`src/rtl/serial_adder_ctrl.sv`:
```
// Bit-serial WIDTH-bit adder: one shared full-adder cell stepped LSB-first over WIDTH cycles.
// Optional subtract mode (a-b via ~b and carry-in of 1) enabled by SERIAL_ADDER_SUB_EN.
module serial_adder_ctrl #(
    parameter int unsigned WIDTH = 8
) (
    input  logic             clk,
    input  logic             rst,
    input  logic             start,
    input  logic [WIDTH-1:0] a,
    input  logic [WIDTH-1:0] b,
`ifdef SERIAL_ADDER_SUB_EN
    input  logic             sub,
`endif
    output logic             busy,
    output logic             done,
    output logic [WIDTH-1:0] sum,
    output logic             cout
);

    localparam int unsigned CW = $clog2(WIDTH + 1);
    localparam logic [CW-1:0] LastCnt = CW'(WIDTH - 1);
    localparam logic [CW-1:0] CntOne  = CW'(1);

    typedef enum logic [1:0] {StIdle, StRun, StDone} state_e;

    state_e           state;
    logic [WIDTH-1:0] shift_a;
    logic [WIDTH-1:0] shift_b;
    logic [WIDTH-1:0] acc;
    logic             carry;
    logic [CW-1:0]    cnt;

    logic [WIDTH-1:0] b_load;
    logic             carry_init;
    logic             s;
    logic             c;
    logic [WIDTH-1:0] acc_next;

`ifdef SERIAL_ADDER_SUB_EN
    // Two's-complement subtract: a + ~b + 1; cout then reads as "no borrow".
    assign b_load     = sub ? ~b : b;
    assign carry_init = sub;
`else
    assign b_load     = b;
    assign carry_init = 1'b0;
`endif

    // Shared add cell and accumulator shift (loop form also covers WIDTH=1).
    always_comb begin
        s        = shift_a[0] ^ shift_b[0] ^ carry;
        c        = (shift_a[0] & shift_b[0]) | (carry & (shift_a[0] ^ shift_b[0]));
        acc_next = '0;
        acc_next[WIDTH-1] = s;
        for (int i = 0; i < int'(WIDTH) - 1; i++) begin
            acc_next[i] = acc[i+1];
        end
    end

    always_ff @(posedge clk or posedge rst) begin
        if (rst) begin
            state   <= StIdle;
            shift_a <= '0;
            shift_b <= '0;
            acc     <= '0;
            carry   <= 1'b0;
            cnt     <= '0;
            busy    <= 1'b0;
            done    <= 1'b0;
            sum     <= '0;
            cout    <= 1'b0;
        end else begin
            unique case (state)
                StIdle: begin
                    if (start) begin
                        shift_a <= a;
                        shift_b <= b_load;
                        carry   <= carry_init;
                        cnt     <= '0;
                        acc     <= '0;
                        busy    <= 1'b1;
                        state   <= StRun;
                    end
                end
                StRun: begin
                    carry   <= c;
                    shift_a <= shift_a >> 1;
                    shift_b <= shift_b >> 1;
                    acc     <= acc_next;
                    cnt     <= cnt + CntOne;
                    if (cnt == LastCnt) begin
                        sum   <= acc_next;
                        cout  <= c;
                        busy  <= 1'b0;
                        done  <= 1'b1;
                        state <= StDone;
                    end
                end
                StDone: begin
                    done  <= 1'b0;
                    state <= StIdle;
                end
                default: state <= StIdle;
            endcase
        end
    end

endmodule
```
`config.mk`:
```
export PLATFORM = sky130hd
export DESIGN_NAME = serial_adder_ctrl
export DESIGN_NICKNAME = d
export VERILOG_FILES = /design/src/rtl/serial_adder_ctrl.sv
export SDC_FILE = /design/constraint.sdc
export NUM_CORES = 1
export LEC_CHECK = 0
export CAP_MARGIN = 10
export CORE_AREA = 2 2 66 68
export DETAILED_ROUTE_END_ITERATION = 10
export DIE_AREA = 0 0 68 70
export DONT_BUFFER_PORTS = 1
export HOLD_SLACK_MARGIN = 0.03
export PLACE_DENSITY = 0.62
export RECOVER_POWER = 25
export SLEW_MARGIN = 20
export SYNTH_ARGS = -nofsm -noshare
export SYNTH_HDL_FRONTEND = slang
export SYNTH_SLANG_ARGS = --single-unit
```
`constraint.sdc`:
```
create_clock -name clk -period 1.7 [get_ports clk]
set_input_delay 0.34 -clock clk [delete_from_list [all_inputs] [get_ports clk]]
set_output_delay 0.34 -clock clk [all_outputs]
set_load 0.02 [all_outputs]
```
==> impl_metrics.py, run 1 <==
metrics = {
    "outcome": {
        "status": "complete, no violations",
    },
    "floorplan": {
        "num_io_pins": 30,
        "fp-row-count": 24,
        "die_area_sq_um": 4760,
        "initial_core_util": 0.425,
        "core-area_sq_um": 4140,
        "dieHeight_microns": 70,
        "die_x_microns": 68,
    },
    "clocking": {
        "cts_resized": 0,
        "cts_tree": "done",
        "htree_levels": 2,
        "cts-root-buf": "clkbuf_8",
        "clk_pin_slew_ps": 80,
        "clockBufferDepth": 2,
        "clkLatencyLatePin_ps": 290,
        "cts-buffers-inserted": 5,
        "clock_sinks": 41,
        "cts_setup_buffers": 2,
        "postCtsHoldBufs": 0,
    },
    "timing": {
        "drv_slew": 0,
        "hold_violations": 0,
        "tightestPinTransition_ps": 993,
        "fin_tns_setup_ps": 0,
        "finClkSkew_ps": 1.84,
        "fmax_mhz": 647,
        "fin_crit_sh": 0.909,
        "whs_ps": 175,
        "finalCriticalPeriod_ps": 1550,
        "rsz0062_at_grt": "false",
        "setup_viol": 0,
        "slew-limit-headroom": 0.338,
    },
    "placed_design": {
        "hpwl_microns": 2090,
        "port_buffers": 0,
        "gp_congestion": 0.707,
    },
    "routing": {
        "drc_errors": 0,
        "wl_microns": 3200,
        "wire_per_inst_microns": 15.7,
        "num_vias": 1104,
        "vias_per_cell": 5.41,
        "drt_iter0_markers": 82,
        "drtAntennaViolNets": 0,
        "firstDrtPassIters": 4,
    },
    "yosys": {
        "synth.most_common_cell": "dfrtp_1",
        "ys_seq_area_frac": 0.582,
        "synthFlopType": "dfrtp_1",
        "syn_nets": 170,
        "syn-instance-count": 149,
        "yosys.area.top_type_share": 0.582,
        "avgSynthCellArea_sq_um": 11.8,
        "ys_top_cells_by_area": "dfrtp_1 (58%), a22o_1 (6.0%), mux2_2 (5.8%)",
        "synth_top_area_cell": "dfrtp_1",
        "mappedNetlistArea_sq_um": 1760,
        "synth_cell_types": 26,
        "synth_common_cells": "dfrtp_1 (41), nand2_1 (17), o21ai_0 (15)",
        "synth-warning-count": 0,
        "async_flop_share": 1.00,
        "ys_ff_latch": 41,
        "synth-edff-count": 0,
    },
    "finish": {
        "diodes": 0,
        "seq_area_sq_um": 1030,
        "syn2layout_area_growth_pct": 9.66,
        "drive_above_1_share": 0.171,
        "nets": 172,
        "multiInputGateArea_sq_um": 676,
        "fillers": 376,
    },
    "grt": {
        "grt_usage": 0.153,
        "antenna_found_initial": 0,
        "grt.overflow.total": 0,
        "grt_pass1_vias": 1190,
        "grt_pass1_wl_microns": 5490,
        "grt_max_degree": 42,
    },
    "setup_path": {
        "cp_max_fo": 29,
        "arrival_ps": 1780,
        "end_kind": "register",
        "path_class": "reg -> reg",
        "required_ps": 1940,
        "worst_setup_path_start_kind": "register",
    },
    "power": {
        "ir_worst_vdd_v": 0.000609,
        "p_leak_nw": 0.916,
        "p_per_area_nw_per_um2": 1890,
    },
    "min_path": {
        "hold_path.class": "in -> reg",
    },
    "job": {
        "max-cap-violations": 0,
    },
}
worst max-delay path: stages (launching register included):
cell     delay [ps]
dfrtp_1         410
buf_4           310
nor2b_1         550
a22o_1          210
final timing paths:
path                                 start    endpoint  slack, ps  cells after the start
worst max-delay path              state[0]      cnt[1]        150                      3
worst min-delay path                  a[7]  shift_a[7]        180                      1
worst max register to register    state[0]      cnt[1]        150                      3
worst min register to register  shift_a[1]  shift_a[1]        490                      2
max in group asynchronous              rst  shift_b[6]        860                      2
min in group asynchronous              rst      sum[0]        240                      2
per-stage QoR:
stage | area, sq um | cells | utilization | power (mW) | worst slack, ps
floorplan | 1760 | 149 | - | 2.64 | 301
global placement | 1800 | 194 | 0.434 | 2.80 | 55.7
detailed placement | 1800 | 194 | 0.434 | 2.86 | 7.12
CTS | 1930 | 204 | 0.465 | 3.68 | 62.8
global route | 1930 | 204 | 0.466 | 3.92 | 53.4
finish | 1930 | 204 | 0.466 | 3.65 | 154
metal layers:
metal | vias up | global-route usage | wire length, microns
met2 | 26 | 0.222 | 1500
met4 | 0 | 0.0511 | 41
met1 | 542 | 0.214 | 1510
li1 | 532 | - | -
met5 | - | 0 | 0
met3 | 4 | 0.0531 | 144
logic make-up (layout without fill, tap and decap cells):
group           count (synthesis)  after routing  share of synthesized area
compound gates                 45             45                      0.165
fa+ha+maj                       2              2                     0.0185
buf+inv                        13             16                     0.0405
flops                          41             41                      0.582
mux                            10             10                     0.0632
simple gates                   38             38                      0.131
power breakdown:
| part | total [mW] | switching, mW | internal (mW) |
|---|---|---|---|
| clock | 0.792 | 0.352 | 0.439 |
| combinational | 1.09 | 0.564 | 0.525 |
| sequential | 1.77 | 0.401 | 1.37 |
| total | 3.65 | 1.32 | 2.33 |
layout make-up:
cell class              instances  area share
repair buffers                  6      0.0220
clock inverters                 3      0.0240
clock buffers                   5      0.0356
inverters                       2     0.00389
multi-input cells              95       0.350
flip-flops and latches         41       0.531
well taps                      52      0.0337
registers in the layout (all words and copies together) (netlist names):
register and count:
shift_a 8, shift_b 8, sum 8, acc 7, cnt 4, state 2, busy 1, carry 1
cout 1, done 1
cells in the final DEF, fill, tap and decap left out, types with 2 or more instances in the layout:
cell type,Yosys,routed
dfrtp_1,41,41
nand2_1,17,17
o21ai_0,15,15
a22o_1,12,12
a21oi_1,10,10
and3b_1,9,9
mux2_2,9,9
a22oi_1,5,5
clkbuf_8,0,5
buf_4,2,5
nand3_1,3,3
nand2b_1,3,3
inv_1,2,2
No activity file was read; power rests on OpenSTA's default activity.
==> run 2: changes to the inputs <==
Settings changed: RECOVER_POWER 25 to default.
==> run 2 against run 1 <==
Worst setup slack is the same. Sequential power about the same. Clock power barely moved. Final area up 0.13%. Critical path depth is the same. Critical path type unchanged. Critical endpoint unchanged.
==> impl_metrics.py, run 2 (synthesis results as in run 1) <==
metrics = {
    "outcome": {
        "status": "complete, no violations",
    },
    "finish": {
        "final_cell_mix": "dfrtp_1 (41), nand2_1 (17), o21ai_0 (15)",
        "seq_area_sq_um": 1030,
        "top_regs": "shift_a (8), shift_b (8), sum (8)",
        "syn2layout_area_growth_pct": 9.80,
        "drive_above_1_share": 0.171,
        "nets": 172,
        "finalInstanceArea_sq_um": 1930,
        "final_common_cell": "dfrtp_1",
        "multiInputGateArea_sq_um": 676,
        "final_cells": 204,
        "fillers": 376,
        "fin_util": 0.467,
        "diodes": 0,
    },
    "grt": {
        "grt.overflow.total": 0,
        "grt_usage": 0.153,
        "grt_busiest_layer": "met2",
        "grt_pass1_vias": 1190,
        "grt_max_degree": 42,
        "met1_usage": 0.214,
        "grtUsageMet3": 0.0531,
        "antenna_found_initial": 0,
        "use_met2": 0.222,
        "grt_pass1_wl_microns": 5490,
    },
    "power": {
        "netSwitchingPower_mw": 1.32,
        "power.total_mw": 3.65,
        "pwr-share-clk": 0.217,
        "p_leak_nw": 0.917,
        "p_comb_frac": 0.299,
        "p_per_area_nw_per_um2": 1890,
        "p_int_mw": 2.33,
        "pwr-share-seq": 0.484,
        "switching_share": 0.361,
        "ir_worst_vdd_v": 0.000609,
    },
    "setup_path": {
        "cp_top_family": "simple AND/OR/NAND/NOR gates",
        "arrival_ps": 1780,
        "cp_cell_sequence": "buf_4, nor2b_1, a22o_1",
        "crit_path_end": "cnt[1]",
        "critical-path-max-stage-delay_ps": 550,
        "r2r-start": "state[0]",
        "path_buf_inv": 1,
        "required_ps": 1940,
        "end_kind": "register",
        "slowest_stage": "nor2b_1",
        "path_class": "reg -> reg",
        "worst_setup_path_start_kind": "register",
        "crit_start": "state[0]",
        "r2r_end": "cnt[1]",
        "rrSetupSlack_ps": 150,
        "crit_cells": 3,
        "cp_max_fo": 29,
        "ff2ff_path_depth": 3,
    },
    "timing": {
        "hold_violations": 0,
        "finalCriticalPeriod_ps": 1550,
        "rsz0062_at_grt": "false",
        "slew-limit-headroom": 0.550,
        "fmax_mhz": 647,
        "drv_slew": 0,
        "setup_viol": 0,
        "worst_slack_ps": 154,
        "tightestPinTransition_ps": 674,
        "finClkSkew_ps": 1.84,
        "whs_ps": 58.4,
        "fin_crit_sh": 0.909,
        "fin_tns_setup_ps": 0,
    },
    "clocking": {
        "cts-root-buf": "clkbuf_8",
        "clk_pin_slew_ps": 80,
        "htree_levels": 2,
        "cts_tree": "done",
        "clock_sinks": 41,
        "clkLatencyLatePin_ps": 290,
        "cts-buffers-inserted": 5,
        "clockBufferDepth": 2,
    },
    "job": {
        "max-cap-violations": 0,
    },
    "floorplan": {
        "num_io_pins": 30,
        "die_x_microns": 68,
        "dieHeight_microns": 70,
        "initial_core_util": 0.425,
        "core-area_sq_um": 4140,
        "fp-row-count": 24,
        "die_area_sq_um": 4760,
    },
    "placed_design": {
        "port_buffers": 0,
        "gp_congestion": 0.707,
        "dp_slack_ps": 7.12,
        "place_inst": 194,
        "hpwl_microns": 2090,
        "placed_cell_area_sq_um": 1800,
    },
    "routing": {
        "drtAntennaViolNets": 0,
        "firstDrtPassIters": 4,
        "wire_per_inst_microns": 15.7,
        "wl_microns": 3200,
        "drt_iter0_markers": 82,
        "num_vias": 1104,
        "vias_per_cell": 5.41,
        "drc_errors": 0,
    },
    "min_path": {
        "hold_path.class": "in -> async",
    },
}
run 2: cell types whose count changed in the layout (fill, tap and decap cells not counted), sizes merged:
cell | previous run | this run
clkbuf | 6 | 5
buf | 5 | 6
run 2: cell type report:
cell class              instances  area share
flip-flops and latches         41       0.530
multi-input cells              95       0.349
clock buffers                   5      0.0356
well taps                      52      0.0336
clock inverters                 3      0.0239
repair buffers                  6      0.0233
inverters                       2     0.00388
run 2: what timing repair did:
action / in CTS / in global routing
resized for setup: 0 / 0
buffers inserted: 2 / 0
hold endpoints to repair: 0 / 0
setup endpoints to repair: 9 / 0
hold buffers: 0 / 0
run 2: worst register-to-register path, cell delays in order, from the launching register on:
cell	delay, ps
dfrtp_1	410
buf_4	310
nor2b_1	560
a22o_1	210
run 2: how the worst min path moves through the flow:
stage	from	end	slack [ps]	cells past startpoint
after floorplan	shift_a[2]	shift_a[2]	450	2
after global placement	rst	sum[0]	390	2
after detailed placement	rst	sum[0]	390	2
after CTS	rst	sum[0]	80	2
after global routing	rst	sum[1]	100	2
final	rst	sum[0]	60	2
run 2: routing by layer:
layer / share of wire / vias to the layer above
met5: 0 / -
met1: 0.47 / 542
met3: 0.045 / 4
met2: 0.47 / 26
li1: - / 532
met4: 0.013 / 0
run 2: power groups by stage:
stage / registers, mW / logic, mW / clock network [mW]
after floorplan: 1.70 / 0.938 / 0
after global placement: 1.76 / 1.03 / 0
after CTS: 1.77 / 1.10 / 0.816
after detailed placement: 1.78 / 1.08 / 0
after global routing: 1.82 / 1.23 / 0.866
final: 1.77 / 1.09 / 0.792
